--- src/rtl/uart_tx_arbiter.sv ---
// Round-robin byte scheduler sharing one UART transmitter, plus the 16x oversample tick generator.
// Define UART_TX_ARB_PKT_LOCK_EN to honour req_last and keep multi-byte packets contiguous.
`timescale 1ns/1ps
module uart_tx_arbiter #(
    parameter int NUM_REQ   = 4,
    parameter int DIV_WIDTH = 16
) (
    input  logic                         clk,
    input  logic                         reset_n,
    input  logic [DIV_WIDTH-1:0]         baud_div,
    input  logic [NUM_REQ-1:0]           req_valid,
    input  logic [NUM_REQ*8-1:0]         req_data,
    input  logic [NUM_REQ-1:0]           req_last,
    output logic [NUM_REQ-1:0]           req_ready,
    output logic                         clk_enable,
    output logic                         tx_data_valid,
    output logic [7:0]                   tx_data,
    input  logic                         tx_data_ready,
    output logic [$clog2(NUM_REQ)-1:0]   grant_id,
    output logic                         busy
);

    localparam int GW = $clog2(NUM_REQ);

`ifdef UART_TX_ARB_PKT_LOCK_EN
    typedef enum logic [1:0] {IDLE, SEND, LOCK} state_t;
`else
    typedef enum logic [1:0] {IDLE, SEND} state_t;
`endif

    state_t               state_q, state_d;
    logic [DIV_WIDTH-1:0] divCnt_q, divCnt_d;
    logic                 clkEnable_q, clkEnable_d;
    logic                 txValid_q, txValid_d;
    logic [7:0]           txData_q, txData_d;
    logic [GW-1:0]        grant_q, grant_d;
    logic [GW-1:0]        rrPtr_q, rrPtr_d;
    logic                 accept;
    logic                 found;
    logic [GW-1:0]        pick;

`ifdef UART_TX_ARB_PKT_LOCK_EN
    logic                 last_q, last_d;
`else
    logic                 unusedLast;
    assign unusedLast = ^req_last;
`endif

    function automatic logic [GW-1:0] wrapAdd(input logic [GW-1:0] base, input int offset);
        int sum;
        sum = int'(base) + offset;
        if (sum >= NUM_REQ) sum = sum - NUM_REQ;
        return GW'(sum);
    endfunction

    // The tick is registered so it is guaranteed low while reset is held, even with baud_div = 0.
    always_comb begin
        clkEnable_d = 1'b0;
        divCnt_d    = divCnt_q + 1'b1;
        if (divCnt_q >= baud_div) begin
            clkEnable_d = 1'b1;
            divCnt_d    = '0;
        end
    end

    always_comb begin
        found = 1'b0;
        pick  = rrPtr_q;
        for (int i = 0; i < NUM_REQ; i++) begin
            if (!found && req_valid[wrapAdd(rrPtr_q, i)]) begin
                found = 1'b1;
                pick  = wrapAdd(rrPtr_q, i);
            end
        end
    end

    assign accept = txValid_q && tx_data_ready && clkEnable_q;

    always_comb begin
        state_d   = state_q;
        txValid_d = txValid_q;
        txData_d  = txData_q;
        grant_d   = grant_q;
        rrPtr_d   = rrPtr_q;
        req_ready = '0;
`ifdef UART_TX_ARB_PKT_LOCK_EN
        last_d    = last_q;
`endif
        unique case (state_q)
            IDLE: begin
                if (found) begin
                    req_ready[pick] = 1'b1;
                    txData_d        = req_data[{pick, 3'b000} +: 8];
                    txValid_d       = 1'b1;
                    grant_d         = pick;
`ifdef UART_TX_ARB_PKT_LOCK_EN
                    last_d          = req_last[pick];
`endif
                    state_d         = SEND;
                end
            end
            SEND: begin
                if (accept) begin
                    txValid_d = 1'b0;
`ifdef UART_TX_ARB_PKT_LOCK_EN
                    if (last_q) begin
                        rrPtr_d = wrapAdd(grant_q, 1);
                        state_d = IDLE;
                    end else begin
                        state_d = LOCK;
                    end
`else
                    rrPtr_d = wrapAdd(grant_q, 1);
                    state_d = IDLE;
`endif
                end
            end
`ifdef UART_TX_ARB_PKT_LOCK_EN
            // Mid-packet: only the owner may continue, everyone else waits for its last byte.
            LOCK: begin
                if (req_valid[grant_q]) begin
                    req_ready[grant_q] = 1'b1;
                    txData_d           = req_data[{grant_q, 3'b000} +: 8];
                    txValid_d          = 1'b1;
                    last_d             = req_last[grant_q];
                    state_d            = SEND;
                end
            end
`endif
            default: state_d = IDLE;
        endcase
    end

    always_ff @(posedge clk or negedge reset_n) begin
        if (!reset_n) begin
            state_q     <= IDLE;
            divCnt_q    <= '0;
            clkEnable_q <= 1'b0;
            txValid_q   <= 1'b0;
            txData_q    <= '0;
            grant_q     <= '0;
            rrPtr_q     <= '0;
`ifdef UART_TX_ARB_PKT_LOCK_EN
            last_q      <= 1'b0;
`endif
        end else begin
            state_q     <= state_d;
            divCnt_q    <= divCnt_d;
            clkEnable_q <= clkEnable_d;
            txValid_q   <= txValid_d;
            txData_q    <= txData_d;
            grant_q     <= grant_d;
            rrPtr_q     <= rrPtr_d;
`ifdef UART_TX_ARB_PKT_LOCK_EN
            last_q      <= last_d;
`endif
        end
    end

    assign clk_enable    = clkEnable_q;
    assign tx_data_valid = txValid_q;
    assign tx_data       = txData_q;
    assign grant_id      = grant_q;
    assign busy          = (state_q != IDLE);

endmodule

--- config.mk ---
export PLATFORM = sky130hd
export DESIGN_NAME = uart_tx_arbiter
export DESIGN_NICKNAME = d
export VERILOG_FILES = /design/src/rtl/uart_tx_arbiter.sv
export SDC_FILE = /design/constraint.sdc
export NUM_CORES = 1
export LEC_CHECK = 0
export CAP_MARGIN = 20
export CORE_UTILIZATION = 41
export CTS_CLUSTER_DIAMETER = 80
export DETAILED_ROUTE_END_ITERATION = 8
export GPL_TIMING_DRIVEN = 0
export PLACE_DENSITY_LB_ADDON = 0.12
export SLEW_MARGIN = 20
export SYNTH_ARGS = -nofsm -noshare
export SYNTH_HDL_FRONTEND = slang
export SYNTH_SLANG_ARGS = --single-unit
--- constraint.sdc ---
create_clock -name clk -period 1.91 [get_ports clk]
set_input_delay 0.191 -clock clk [delete_from_list [all_inputs] [get_ports clk]]
set_output_delay 0.191 -clock clk [all_outputs]
set_load 0.1 [all_outputs]
==> qor.csv <==
metric;value;unit
max_cap viols;0;
gp weighted congestion;0.7257;
Tmin final;1.929;ns
drt total wl;5110;um
first-pass GRT wire length;8142;um
Root Driver;clkbuf_8;
diode count;0;
CP peak stage delay;0.44;ns
vias post-DR;1903;
Synth Register Bits;30;
ratio of cells with drive above 1 in the final layout;19.87;%
die area;0.005417;mm^2
met2 Use GR;34.86;%
PnR Total Power;2434;uW
post-route cell area;0.003187;mm^2
CTS tree;done;
GRT met1 Usage;23.05;%
failing checks;negative setup slack;
Nets;377;
ys async rst share;100.0;%
Clock Latency Late Sink;0.27;ns
WS Path Type;register to output port;
IO Port Bufs;71;
dpl cell area;0.002938;mm^2
clock net sink count;30;
max_slew headroom;34.93;%
CP Capture Type;output port;
startpoint types;register;
Die W;73.60;um
Post-synth EDFFs;0;
initial antenna violation count;0;
1st-pass router iterations;4;
number of fill cells;430;
total gr overflow;0;
most frequent cell after synthesis;dfrtp_1;
grt peak-use layer;met2;
power density cells;763.7;mW/mm^2
synthesized area;0.002102;mm^2
syn avg cell area;9.777;um^2
vias in the first global route;1822;
Antenna Nets Post-Route;0;
final core occ;66.16;%
Critical path destination;req_ready[1];
Synth top area share;35.71;%
CTS H-Tree Depth;2;
# DRC;0;
area occupied by registers;755.7;um^2
Max VDD drop;0.4317;mV
CP cell instances;inv_2 > a21oi_2 > o221ai_2 > or2_1 > buf_6 > nor2_4 > buf_12;
worst-case clock buffer depth;2;
DP HPWL;3656;um
reg-to-reg startpoint;divCnt_q[10];
Layout area overhead;51.61;%
critical path's slowest cell;dfrtp_1;
Reg2Reg Setup Slack;0.04;ns
sequential-to-total area share from yosys stat;35.71;%
top cells by count, synth;dfrtp_1 (30), inv_1 (21), ha_1 (17), nand2_1 (17), mux2i_1 (16);
arrival time worst endpoint;1.74;ns
area of the core;0.004817;mm^2
outcome;finished, violations left;
Worst Setup SP;rrPtr_q[1];
Syn Inst Count;215;
multi-input combinational cell area;0.001274;mm^2
worst hold-check path type;register to register;
vias per cell;5.157;
syn_nets;291;
Final Slew Violations;0;
r2r endpoint;clk_enable;
final setup fails;2;
Setup Skew;0.005895;ns
mean routed wirelength per cell;13.85;um
Yosys top cell by area;dfrtp_1;
CTS buffer count;5;
leakage;0.001514;uW
clock-pin slew on the worst setup and hold paths;0.06;ns
final hold violation count;0;
period utilization;101.0;%
Vert. Die Dim;73.60;um
Main synth FF type;dfrtp_1;
GRT Util Overall;19.62;%
largest net degree at the start of global routing;31;
Crit Path Max Fanout;5;
met3 Usage GRT;5.075;%
initial core utilization;43.64;%
Final WS setup;-0.01945;ns
hold slack;0.4840;ns
YS warnings;0;
IO Pins;76;
pre-CTS WS;-1.241;ns
worst r2r path cells;8;
Synth area leaders;dfrtp_1 (36%), ha_1 (10%), mux2i_1 (7.6%);
Starting DRT DRC Count;64;
RSZ-0062 raised after global routing;yes;
Core Rows;25;
Crit path required time;1.72;ns
post-synth cell types;36;
Achievable Freq;0.5183;GHz
Worst-Margin Slew;0.9799;ns
-- registers in the layout, summed over array words and instances, names as in the netlist --
signal / flops
clk_enable: 1
tx_data_valid: 1
divCnt_q: 16
tx_data: 8
grant_id: 2
rrPtr_q: 2
-- through the flow --
stage / instances / TNS [ns]
after global placement: 353 / -10.11
final: 369 / -0.03563
after detailed placement: 353 / -10.52
after CTS: 368 / -0.003630
after global routing: 369 / -0.1984
after floorplan: 215 / -0.05446
-- routing by layer --
metal  up-vias  share of wire [%]  wire (um)
li1        948                  -          -
met1       876                 45       2288
met2        73                 47       2413
met3         6                6.8        345
met4         0                1.2         63
met5         -                  0          0
-- power breakdown --
group	leakage, uW	internal [uW]	switching [uW]	total (uW)
clock network	0.0000482	290	232	522
logic	0.00109	425	617	1040
registers	0.000379	741	129	870
total	0.00151	1460	978	2430
-- placed cells by master, fill, tap and decap left out, types with 6 or more instances in the layout --
cell type / synthesis / final
dfrtp_1: 30 / 28
mux2i_1: 16 / 16
inv_1: 21 / 19
dlygate4sd2_1: 0 / 17
clkdlybuf4s50_1: 0 / 48
a211oi_1: 9 / 7
o21ai_0: 6 / 6
nand3_1: 9 / 9
a211oi_2: 9 / 11
nand2_1: 17 / 16
clkbuf_8: 0 / 7
buf_4: 2 / 10
o221ai_1: 9 / 8
ha_1: 17 / 16
xor2_1: 12 / 12
-- layout make-up --
class | count | area share, %
multi-input cells | 152 | 39.97
repair buffers | 80 | 25.01
flip-flops and latches | 30 | 23.71
plain buffers | 11 | 3.337
clock buffers | 7 | 2.709
well taps | 67 | 2.631
inverters | 21 | 2.473
clock inverters | 1 | 0.1570
-- worst max-delay path, delay by kind of cell (launching register included) --
family,cells,cell delay [ns]
AND/OR/NAND/NOR,2,0.36
buffers and inverters,3,0.40
flip-flops,1,0.44
AO/OA/AOI/OAI,2,0.27
-- cell families (layout without fill, tap and decap cells) --
| group | count (synthesis) | in the layout | synth area share, % |
|---|---|---|---|
| adder cells (fa/ha/maj) | 17 | 17 | 10.12 |
| multiplexers | 16 | 16 | 7.619 |
| XOR/XNOR | 15 | 15 | 6.250 |
| flip-flops | 30 | 30 | 35.71 |
| AND/OR/NAND/NOR | 55 | 55 | 12.98 |
| buffers and inverters | 33 | 120 | 8.571 |
| AO/OA/AOI/OAI | 49 | 49 | 18.75 |
-- worst min-delay path by stage --
stage | cells after the start | to | start | slack, ns
after detailed placement | 1 | grant_id[1] | reset_n | 0.27
final | 2 | tx_data[6] | tx_data[6] | 0.48
after CTS | 3 | tx_data_valid | req_valid[2] | 0.46
after global routing | 2 | tx_data[4] | tx_data[4] | 0.50
after floorplan | 0 | clk_enable | reset_n | -0.10
after global placement | 2 | tx_data[7] | tx_data[7] | 0.47
-- what timing repair did --
item	CTS	global route
pin swaps	7	6
buffers inserted	7	1
setup endpoints to repair	34	13
endpoints found under the hold margin	30	0
cloned	0	0
hold buffers	1	0
gates resized for setup	60	11
(Power assumes the default switching activity.)
